===== src/rtl/lsu_unit_if.sv =====
// lsu_unit_if: single-beat valid/ready data-memory bus between the LSU (master) and memory (slave).
interface lsu_unit_if;
    logic        mem_valid;
    logic        mem_we;
    logic [31:0] mem_addr;
    logic [31:0] mem_wdata;
    logic [3:0]  mem_wstrb;
    logic        mem_ready;
    logic [31:0] mem_rdata;

    modport master (
        output mem_valid, mem_we, mem_addr, mem_wdata, mem_wstrb,
        input  mem_ready, mem_rdata
    );

    modport slave (
        input  mem_valid, mem_we, mem_addr, mem_wdata, mem_wstrb,
        output mem_ready, mem_rdata
    );
endinterface


===== src/rtl/lsu_unit.sv =====
// lsu_unit: RV32I load/store unit with an IDLE/REQ/DONE single-beat bus FSM.
// Optional bus timeout fault (cause 3) when LSU_BUS_TIMEOUT_EN is defined.
module lsu_unit #(
    parameter int TIMEOUT_CYCLES = 255
) (
    input  logic        clk,
    input  logic        rst,
    input  logic        start,
    input  logic        is_store,
    input  logic [2:0]  funct3,
    input  logic [31:0] addr,
    input  logic [31:0] store_data,
    output logic        busy,
    output logic        done,
    output logic        fault,
    output logic [1:0]  fault_cause,
    output logic [31:0] load_data,
    lsu_unit_if.master  mem
);
    localparam logic [1:0] IDLE = 2'd0;
    localparam logic [1:0] REQ  = 2'd1;
    localparam logic [1:0] DONE = 2'd2;

    logic [1:0]  state_q, state_d;
    logic        is_store_q, is_store_d;
    logic [2:0]  funct3_q, funct3_d;
    logic [31:0] addr_q, addr_d;
    logic [31:0] sdata_q, sdata_d;
    logic [31:0] load_q, load_d;
    logic        fault_q, fault_d;
    logic [1:0]  cause_q, cause_d;
    logic        legal, misaligned, expired;
    logic [31:0] sh, ext;
    logic [3:0]  strb;

`ifdef LSU_BUS_TIMEOUT_EN
    localparam int CW = $clog2(TIMEOUT_CYCLES + 1);
    logic [CW-1:0] cnt_q, cnt_d;
    // Held at zero outside REQ, so it is already clear on REQ entry.
    assign cnt_d   = (state_q == REQ) ? cnt_q + 1'b1 : '0;
    assign expired = (state_q == REQ) && (cnt_q == CW'(TIMEOUT_CYCLES - 1));
    always_ff @(posedge clk) begin
        if (rst) cnt_q <= '0;
        else     cnt_q <= cnt_d;
    end
`else
    logic unused_timeout;
    assign unused_timeout = (TIMEOUT_CYCLES != 0);
    assign expired        = 1'b0;
`endif

    assign legal      = is_store ? (funct3 inside {3'b000, 3'b001, 3'b010})
                                 : (funct3 inside {3'b000, 3'b001, 3'b010, 3'b100, 3'b101});
    assign misaligned = ((funct3[1:0] == 2'b01) && addr[0]) ||
                        ((funct3[1:0] == 2'b10) && (addr[1:0] != 2'b00));

    assign sh   = mem.mem_rdata >> {addr_q[1:0], 3'b000};
    assign ext  = funct3_q[1] ? sh :
                  funct3_q[0] ? {{16{~funct3_q[2] & sh[15]}}, sh[15:0]} :
                                {{24{~funct3_q[2] & sh[7]}},  sh[7:0]};
    assign strb = funct3_q[1] ? 4'b1111 : ((funct3_q[0] ? 4'b0011 : 4'b0001) << addr_q[1:0]);

    always_comb begin
        state_d    = state_q;
        is_store_d = is_store_q;
        funct3_d   = funct3_q;
        addr_d     = addr_q;
        sdata_d    = sdata_q;
        load_d     = load_q;
        fault_d    = 1'b0;
        cause_d    = 2'd0;
        if (state_q == IDLE && start) begin
            is_store_d = is_store;
            funct3_d   = funct3;
            addr_d     = addr;
            sdata_d    = store_data;
            fault_d    = !legal || misaligned;
            cause_d    = !legal ? 2'd2 : misaligned ? 2'd1 : 2'd0;
            state_d    = fault_d ? DONE : REQ;
        end else if (state_q == REQ) begin
            if (mem.mem_ready) begin
                state_d = DONE;
                load_d  = is_store_q ? load_q : ext;
            end else if (expired) begin
                state_d = DONE;
                fault_d = 1'b1;
                cause_d = 2'd3;
            end
        end else if (state_q == DONE) begin
            state_d = IDLE;
        end
    end

    always_ff @(posedge clk) begin
        if (rst) begin
            state_q    <= IDLE;
            is_store_q <= 1'b0;
            funct3_q   <= 3'd0;
            addr_q     <= 32'd0;
            sdata_q    <= 32'd0;
            load_q     <= 32'd0;
            fault_q    <= 1'b0;
            cause_q    <= 2'd0;
        end else begin
            state_q    <= state_d;
            is_store_q <= is_store_d;
            funct3_q   <= funct3_d;
            addr_q     <= addr_d;
            sdata_q    <= sdata_d;
            load_q     <= load_d;
            fault_q    <= fault_d;
            cause_q    <= cause_d;
        end
    end

    assign busy          = state_q != IDLE;
    assign done          = state_q == DONE;
    assign fault         = fault_q;
    assign fault_cause   = cause_q;
    assign load_data     = load_q;
    assign mem.mem_valid = state_q == REQ;
    assign mem.mem_we    = (state_q == REQ) && is_store_q;
    assign mem.mem_addr  = {addr_q[31:2], 2'b00};
    assign mem.mem_wdata = sdata_q << {addr_q[1:0], 3'b000};
    assign mem.mem_wstrb = ((state_q == REQ) && is_store_q) ? strb : 4'b0000;
endmodule


===== src/flat_wrapper.sv =====
// flat-port wrapper written by rule: the top's interface ports become plain ports
module lsu_unit_flat 
#(
    parameter int TIMEOUT_CYCLES = 255
)
  (clk, rst, start, is_store, funct3, addr, store_data, busy, done, fault, fault_cause, load_data, mem_mem_valid, mem_mem_we, mem_mem_addr, mem_mem_wdata, mem_mem_wstrb, mem_mem_ready, mem_mem_rdata);
  lsu_unit_if mem_i ();
  input  logic clk;
  input  logic rst;
  input  logic start;
  input  logic is_store;
  input  logic [2:0] funct3;
  input  logic [31:0] addr;
  input  logic [31:0] store_data;
  output logic busy;
  output logic done;
  output logic fault;
  output logic [1:0] fault_cause;
  output logic [31:0] load_data;
  output wire logic [$bits(mem_i.mem_valid)-1:0] mem_mem_valid;
  output wire logic [$bits(mem_i.mem_we)-1:0] mem_mem_we;
  output wire logic [$bits(mem_i.mem_addr)-1:0] mem_mem_addr;
  output wire logic [$bits(mem_i.mem_wdata)-1:0] mem_mem_wdata;
  output wire logic [$bits(mem_i.mem_wstrb)-1:0] mem_mem_wstrb;
  input wire logic [$bits(mem_i.mem_ready)-1:0] mem_mem_ready;
  input wire logic [$bits(mem_i.mem_rdata)-1:0] mem_mem_rdata;
  assign mem_mem_valid = mem_i.mem_valid;
  assign mem_mem_we = mem_i.mem_we;
  assign mem_mem_addr = mem_i.mem_addr;
  assign mem_mem_wdata = mem_i.mem_wdata;
  assign mem_mem_wstrb = mem_i.mem_wstrb;
  assign mem_i.mem_ready = mem_mem_ready;
  assign mem_i.mem_rdata = mem_mem_rdata;
  lsu_unit #(.TIMEOUT_CYCLES(TIMEOUT_CYCLES)) u_core (.clk(clk), .rst(rst), .start(start), .is_store(is_store), .funct3(funct3), .addr(addr), .store_data(store_data), .busy(busy), .done(done), .fault(fault), .fault_cause(fault_cause), .load_data(load_data), .mem(mem_i));
endmodule

===== config.mk =====
export PLATFORM = sky130hd
export DESIGN_NAME = lsu_unit_flat
export DESIGN_NICKNAME = d
export VERILOG_FILES = /design/src/rtl/lsu_unit_if.sv /design/src/rtl/lsu_unit.sv /design/src/flat_wrapper.sv
export SDC_FILE = /design/constraint.sdc
export NUM_CORES = 1
export LEC_CHECK = 0
export ABC_AREA = 1
export CORE_UTILIZATION = 48
export CTS_BUF_LIST = sky130_fd_sc_hd__clkbuf_8
export CTS_CLUSTER_SIZE = 28
export DETAILED_ROUTE_END_ITERATION = 8
export GPL_TIMING_DRIVEN = 0
export PLACE_DENSITY = 0.95
export SLEW_MARGIN = 20
export SYNTH_ARGS = -nofsm -noshare
export SYNTH_HDL_FRONTEND = slang
export SYNTH_SLANG_ARGS = --single-unit

===== constraint.sdc =====
create_clock -name clk -period 3.46 [get_ports clk]
set_clock_uncertainty 0.05 [all_clocks]
set_input_delay 0.346 -clock clk [delete_from_list [all_inputs] [get_ports clk]]
set_output_delay 0.346 -clock clk [all_outputs]
set_load 0.01 [all_outputs]

Word level (Yosys, flattened, before mapping):

Index checks and enable logic that the tools add are counted.

* bitwise gates (word level): 6
* shift-type cells: 3
* equal/unequal tests: 9
* mux-type cells: 13
* reductions and logical operators: 18

Operators by type and width (number)
* 32-bit 2-to-1 mux: 2
* 32-bit by 5-bit left shift with 32-bit output: 1
* 32-bit by 5-bit right shift with 32-bit output: 1
* 2-bit 2-to-1 mux: 7
* 4-bit 2-to-1 mux: 2
* 3-bit equality test (second input constant): 2
* 3-bit nonzero test: 2
* 5-bit nonzero test: 1
* 2-bit by 1-bit equality test with 1-bit output (second input constant): 2
* 2-bit equality test (second input constant): 2
* 1-bit logical AND: 4
* 1-bit inverter: 4
* 4-bit AND reduction: 1
* 2-bit nonzero test: 2
* 4-bit by 2-bit left shift with 4-bit output: 1
* 3-bit by 1-bit equality test with 1-bit output (second input constant): 1
* 3-bit by 2-bit equality test with 1-bit output (second input constant): 1
* 3-bit zero test: 1
* 3-bit by 1-bit != test with 1-bit output (second input constant): 1
* 3-bit OR reduction: 1
* 1-bit AND: 2
* 2-bit zero test: 1
* 1-bit logical OR: 2
* 1-bit 2-to-1 mux: 2
* other kinds (3): 3

* input port bits: 104
* register bits after elaboration: 105
* output and inout bits: 107

Logic depth before layout (Yosys ltp):

Gate-level depths: netlist (run 1).

* depth in word-level cells: 7
* mapped depth: 10
* gate-level depth less buffers: 9

Worst setup path after synthesis (run 1):

No wires, ideal clock.

* path kind: register -> output
* start: reg u_core.addr_q[0]
* end: out mem_mem_wdata[30]
* required time: 3064 ps
* path slack: 1897 ps
* stages on the path, launching flop included: 5
* arrival: 1167 ps
* cells stage by stage: dfxtp_1 > buf_6 > clkbuf_1 > o21ai_0 > a21oi_1

* word-level cells in the longest chain between the ends: 1

RTL lines
* start, declared: line lsu_unit.sv:27 `logic [31:0] addr_q, addr_d;`
* start signal, assigned: line lsu_unit.sv:108 `addr_q <= addr_d;`
* 32-bit by 5-bit left shift with 32-bit output: line lsu_unit.sv:124 `assign mem.mem_wdata = sdata_q << {addr_q[1:0], 3'b000};`
* end, declared: line flat_wrapper.sv:23 `output wire logic [$bits(mem_i.mem_wdata)-1:0] mem_mem_wdata;`

No other way between the ends.

Final worst setup path (run 1):

* start: reg u_core.addr_q[1]
* end: out mem_mem_wdata[13]

The elaborated chain is that of the path after synthesis.

==> flow_summary.json, run 1 <==
{
  "syn_area_mm2": 0.00511,
  "power.density_mw_per_mm2": 452,
  "grt_pass1_wl_um": 27300,
  "vias": 5964,
  "start_util_pct": 49.5,
  "cp_max_fo": 10,
  "drtIter0Drc": 460,
  "hold_buffers": 0,
  "p_int_uw": 2210,
  "p_leak_uw": 0.00319,
  "die_area_mm2": 0.0111,
  "hold_violations": 0,
  "maxSlewViolCount": 0,
  "ys_types": 36,
  "syn_inst": 736,
  "grt_start_max_net_pins": 23,
  "dp_hpwl_um": 13600,
  "core-area_mm2": 0.0103,
  "critPathCaptureType": "output pin",
  "final_common_cell": "clkdlybuf4s50_1",
  "diodes": 0,
  "drt_pre_antenna_iters": 5,
  "setup-violations-final": 0,
  "cts_tree": "yes",
  "p_comb_share_pct": 36.1,
  "placed_cell_area_mm2": 0.00737,
  "slew_headroom_pct": 63.1,
  "numPortBuffers": 208,
  "async_reset_ff_share_pct": 0,
  "cts_buffers": 9,
  "row_count": 37,
  "fin_area_mm2": 0.00758,
  "ant_nets": 0,
  "clk_latency_ns": 0.38,
  "fin_setup_tns_ns": 0,
  "maxCapViolations": 0,
  "antenna_found_initial": 0,
  "root_buffer": "clkbuf_8",
  "yosys_warnings": 0,
  "min_period_ns": 2.77,
  "area_growth_pct": 48.3,
  "ys_ff_latch": 105,
  "worst_hold_slack_ns": 0.426,
  "p_switching_uw": 1210,
  "worstSetupPathType": "flip-flop to output pin",
  "final_cell_mix": "clkdlybuf4s50_1 (208), nor2_1 (139), o21ai_0 (128), dfxtp_1 (105), nand2_1 (87)",
  "p_seq_share_pct": 40.7,
  "clkSinkCount": 105,
  "fmax_mhz": 361,
  "ys.flop_type": "dfxtp_1",
  "drc": 0,
  "vdd_drop_max_mv": 0.327,
  "first_global_vias": 5505,
  "start_kind": "flip-flop",
  "hp-class": "flip-flop to flip-flop",
  "h-tree-depth": 3,
  "sw_frac_of_total_pct": 35.4,
  "rsz0062_at_grt": "false",
  "post_cts_resize_count": 0,
  "final_cells": 1097,
  "die_w_um": 105,
  "finalWirelength_um": 17400,
  "drive_gt1_share_pct": 9.37,
  "tightestPinTransition_ns": 0.553,
  "worstPathRequired_ns": 3.06,
  "path_clk_slew_ns": 0.12,
  "clockPowerShare_pct": 23.3,
  "pin_count": 211,
  "track_usage_pct": 31.3,
  "fin_crit_sh_pct": 80.0,
  "synth-seq-area-share_pct": 41.1,
  "cp_data_arrival_time_ns": 2.37,
  "syn_avg_cell_area_um2": 6.95,
  "nFillCells": 765,
  "gp_congestion": 0.919,
  "wire_per_inst_um": 15.8,
  "post_cts_buffers": 0,
  "via_per_inst": 5.44,
  "fin_nets": 1063,
  "overflow": 0,
  "placed_cells": 1081,
  "outcome": "completed",
  "cts_buffer_depth": 2,
  "synth_edf_count": 0,
  "die_h_um": 105
}
final timing paths:
check                         start                   to  slack, ns  cells past startpoint
setup reg to reg  u_core.state_q[0]  u_core.load_data[7]       1.50                      8
hold / removal    u_core.is_store_q    u_core.is_store_q       0.43                      2
hold reg to reg   u_core.is_store_q    u_core.is_store_q       0.43                      2
setup / recovery   u_core.addr_q[1]    mem_mem_wdata[13]       0.69                      4
synthesized netlist by cell type (all sizes together) (3+ instances only):
cell,n,area share [%]
a22oi,6,0.88
buf,47,6.4
o221ai,3,0.51
o22ai,10,1.2
clkbuf,30,2.2
nor2,142,11
nand3,24,2.6
dfxtp,105,41
inv,69,5.1
a31oi,3,0.37
ha,3,0.73
nand2,93,7.3
o21ai,138,14
a21oi,47,4.6
power groups by stage:
stage / Clock, µW / Sequential, µW / Combinational (µW)
after detailed placement: 0 / 1420 / 1210
after floorplan: 0 / 1410 / 636
final: 796 / 1390 / 1240
after global placement: 0 / 1410 / 1190
after global routing: 851 / 1410 / 1330
after CTS: 800 / 1390 / 1220
cell families (layout without fill, tap and decap cells):
| logic type | count (synthesis) | after routing | share of synthesized area [%] |
|---|---|---|---|
| buffers and inverters | 148 | 372 | 13.8 |
| other | 1 | 2 | 0.0733 |
| adder cells (fa/ha/maj) | 3 | 3 | 0.734 |
| AO/OA/AOI/OAI | 214 | 214 | 22.9 |
| AND/OR/NAND/NOR | 265 | 265 | 21.4 |
| flip-flops | 105 | 105 | 41.1 |
layer usage:
| layer | up-vias | part of all wire [%] | global-route usage, % | routed length [µm] |
|---|---|---|---|---|
| met2 | 369 | 48 | 52.5 | 8310 |
| li1 | 2798 | - | - | - |
| met1 | 2726 | 39 | 38.8 | 6840 |
| met5 | - | 0 | 0 | 0 |
| met3 | 71 | 8.3 | 5.13 | 1440 |
| met4 | 0 | 4.6 | 15.7 | 793 |
cell type report:
type	count	area, µm²	share of cell area [%]
multi-input cells	484	2310	30.4
flip-flops and latches	105	2100	27.7
repair buffers	208	2080	27.5
plain buffers	77	442	5.83
inverters	71	267	3.51
well taps	136	170	2.24
clock buffers	9	124	1.63
clock inverters	7	88.8	1.17
critical path: stages, from the launching register on:
cell	delay [ns]
dfxtp_1	0.47
clkbuf_1	0.47
buf_1	0.42
nor2_1	0.14
clkdlybuf4s50_1	0.51
state kept, by name (all words and copies together), names as in the netlist:
register / count
u_core.addr_q: 32
u_core.load_data: 32
u_core.sdata_q: 32
u_core.funct3_q: 3
u_core.fault_cause: 2
u_core.state_q: 2
u_core.fault: 1
u_core.is_store_q: 1
per-stage QoR:
step	util (%)	worst slack [ns]	total power [µW]
2_1_floorplan	-	1.90	2050
3_3_place_gp	71.4	1.14	2600
3_5_place_dp	71.4	1.14	2630
4_1_cts	73.4	0.716	3410
5_1_grt	73.4	0.597	3590
6_report	73.4	0.691	3430
Note: power is estimated with default switching activity, not from simulation.
==> run 2, diff against run 1 <==
CORE_UTILIZATION = 40   (was 48)
PLACE_DENSITY = 0.86   (was 0.95)
clock period = 2.23 ns   (was 3.46 ns; I/O delays follow)
==> flow_summary.json, run 2 (synthesis results as in run 1) <==
{
  "nFillCells": 1153,
  "max_stage_delay_ns": 0.55,
  "final_cells": 1129,
  "grt_start_max_net_pins": 22,
  "fin_nets": 1063,
  "diodes": 0,
  "overflow": 0,
  "start_kind": "flip-flop",
  "multi_input_area_mm2": 0.00233,
  "drt_pre_antenna_iters": 6,
  "maxSlewViolCount": 0,
  "pin_count": 211,
  "drtIter0Drc": 432,
  "clk_latency_ns": 0.38,
  "globalRouteMet1Util_pct": 33.9,
  "drive_gt1_share_pct": 10.8,
  "total_power_uw": 5280,
  "fin_crit_sh_pct": 96.7,
  "clkSinkCount": 105,
  "power.density_mw_per_mm2": 689,
  "post_cts_buffers": 0,
  "cp_cell_sequence": "nor2_4 > inv_1 > buf_2 > nor2_1 > clkdlybuf4s50_1",
  "row_count": 40,
  "die_h_um": 115,
  "cts_buffers": 9,
  "outcome": "completed",
  "cp_data_arrival_time_ns": 1.88,
  "critPathCaptureType": "output pin",
  "critical_path_buf_inv_count": 3,
  "placed_cells": 1113,
  "path_clk_slew_ns": 0.12,
  "p_leak_uw": 0.00343,
  "die_area_mm2": 0.0132,
  "tightestPinTransition_ns": 0.581,
  "first_global_vias": 5093,
  "die_w_um": 115,
  "track_usage_pct": 26.9,
  "finalWirelength_um": 17700,
  "hp-class": "input pin to flip-flop",
  "fmax_mhz": 464,
  "root_buffer": "clkbuf_8",
  "cpMaxStageDelayCell": "clkdlybuf4s50_1",
  "gr-usage-met2_pct": 45.2,
  "wire_per_inst_um": 15.6,
  "cts_buffer_depth": 2,
  "regArea_mm2": 0.00211,
  "worstSetupPathType": "flip-flop to output pin",
  "h-tree-depth": 3,
  "cts_tree": "yes",
  "drc": 0,
  "critPathTopFamily": "buffers and inverters",
  "min_period_ns": 2.16,
  "cp_max_fo": 10,
  "final_cell_mix": "clkdlybuf4s50_1 (178), nor2_1 (138), o21ai_0 (126), dfxtp_1 (103), nand2_1 (86)",
  "grt_pass1_wl_um": 27100,
  "antenna_found_initial": 0,
  "fin_area_mm2": 0.00766,
  "ant_nets": 0,
  "numPortBuffers": 208,
  "via_per_inst": 4.99,
  "maxCapViolations": 0,
  "final_common_cell": "clkdlybuf4s50_1",
  "core-area_mm2": 0.0122,
  "slew_headroom_pct": 61.3,
  "placed_cell_area_mm2": 0.00741,
  "fin_util_pct": 62.7,
  "gp_congestion": 0.922,
  "rsz0062_at_grt": "true",
  "vias": 5633,
  "dp_hpwl_um": 13800,
  "top_usage_layer": "met2",
  "vdd_drop_max_mv": 0.353,
  "start_util_pct": 41.9,
  "grt_use_met3_pct": 5.54,
  "hold_violations": 0,
  "worstPathRequired_ns": 1.96,
  "area_growth_pct": 49.8,
  "setup-violations-final": 0
}
==> run 2: cell type report <==
class / instances / area share (%)
well taps: 168 / 2.74
plain buffers: 77 / 6.06
multi-input cells: 484 / 30.4
inverters: 71 / 3.54
flip-flops and latches: 105 / 27.5
clock buffers: 9 / 1.62
repair buffers: 208 / 27.1
clock inverters: 7 / 0.996
==> run 2: final timing paths <==
| path | startpoint | end | slack, ns | depth (start not counted) |
|---|---|---|---|---|
| worst max-delay path | u_core.addr_q[0] | mem_mem_wdata[2] | 0.07 | 5 |
| worst min-delay path | store_data[29] | u_core.sdata_q[29] | 0.31 | 3 |
| worst max register to register | u_core.state_q[0] | u_core.load_data[8] | 0.26 | 8 |
| worst min register to register | u_core.load_data[14] | u_core.load_data[14] | 0.43 | 2 |
==> run 2: through the flow <==
stage               setup slack [ns]  TNS, ns  hold slack [ns]
floorplan                      0.678        0            0.276
global placement             -0.0749   -0.189            0.403
detailed placement           -0.0780   -0.166            0.414
CTS                          -0.0299  -0.0299            0.297
global route                -0.00719  -0.0119            0.311
finish                        0.0744        0            0.311
==> run 2: layer usage <==
metal / up-vias / part of all wire (%)
li1: 2799 / -
met1: 2527 / 42
met2: 266 / 47
met3: 41 / 7.4
met4: 0 / 3.0
met5: - / 0
==> run 2: power by group <==
group,total [µW],internal (µW),switching [µW]
combinational,1870,874,1000
clock,1240,454,789
sequential,2160,2060,100
==> run 2: what timing repair did <==
item,CTS,global route
gates resized for setup,42,13
setup endpoints to repair,36,15
hold buffers,0,0
==> run 2: worst register-to-register path, cell delays in order (launching register included) <==
cell and delay (ns):
dfxtp_1 0.36, inv_1 0.07, ha_1 0.22, nand2_1 0.17
nand2_1 0.12, nor2_4 0.20, clkbuf_1 0.41, nand3_1 0.17
a21oi_1 0.14
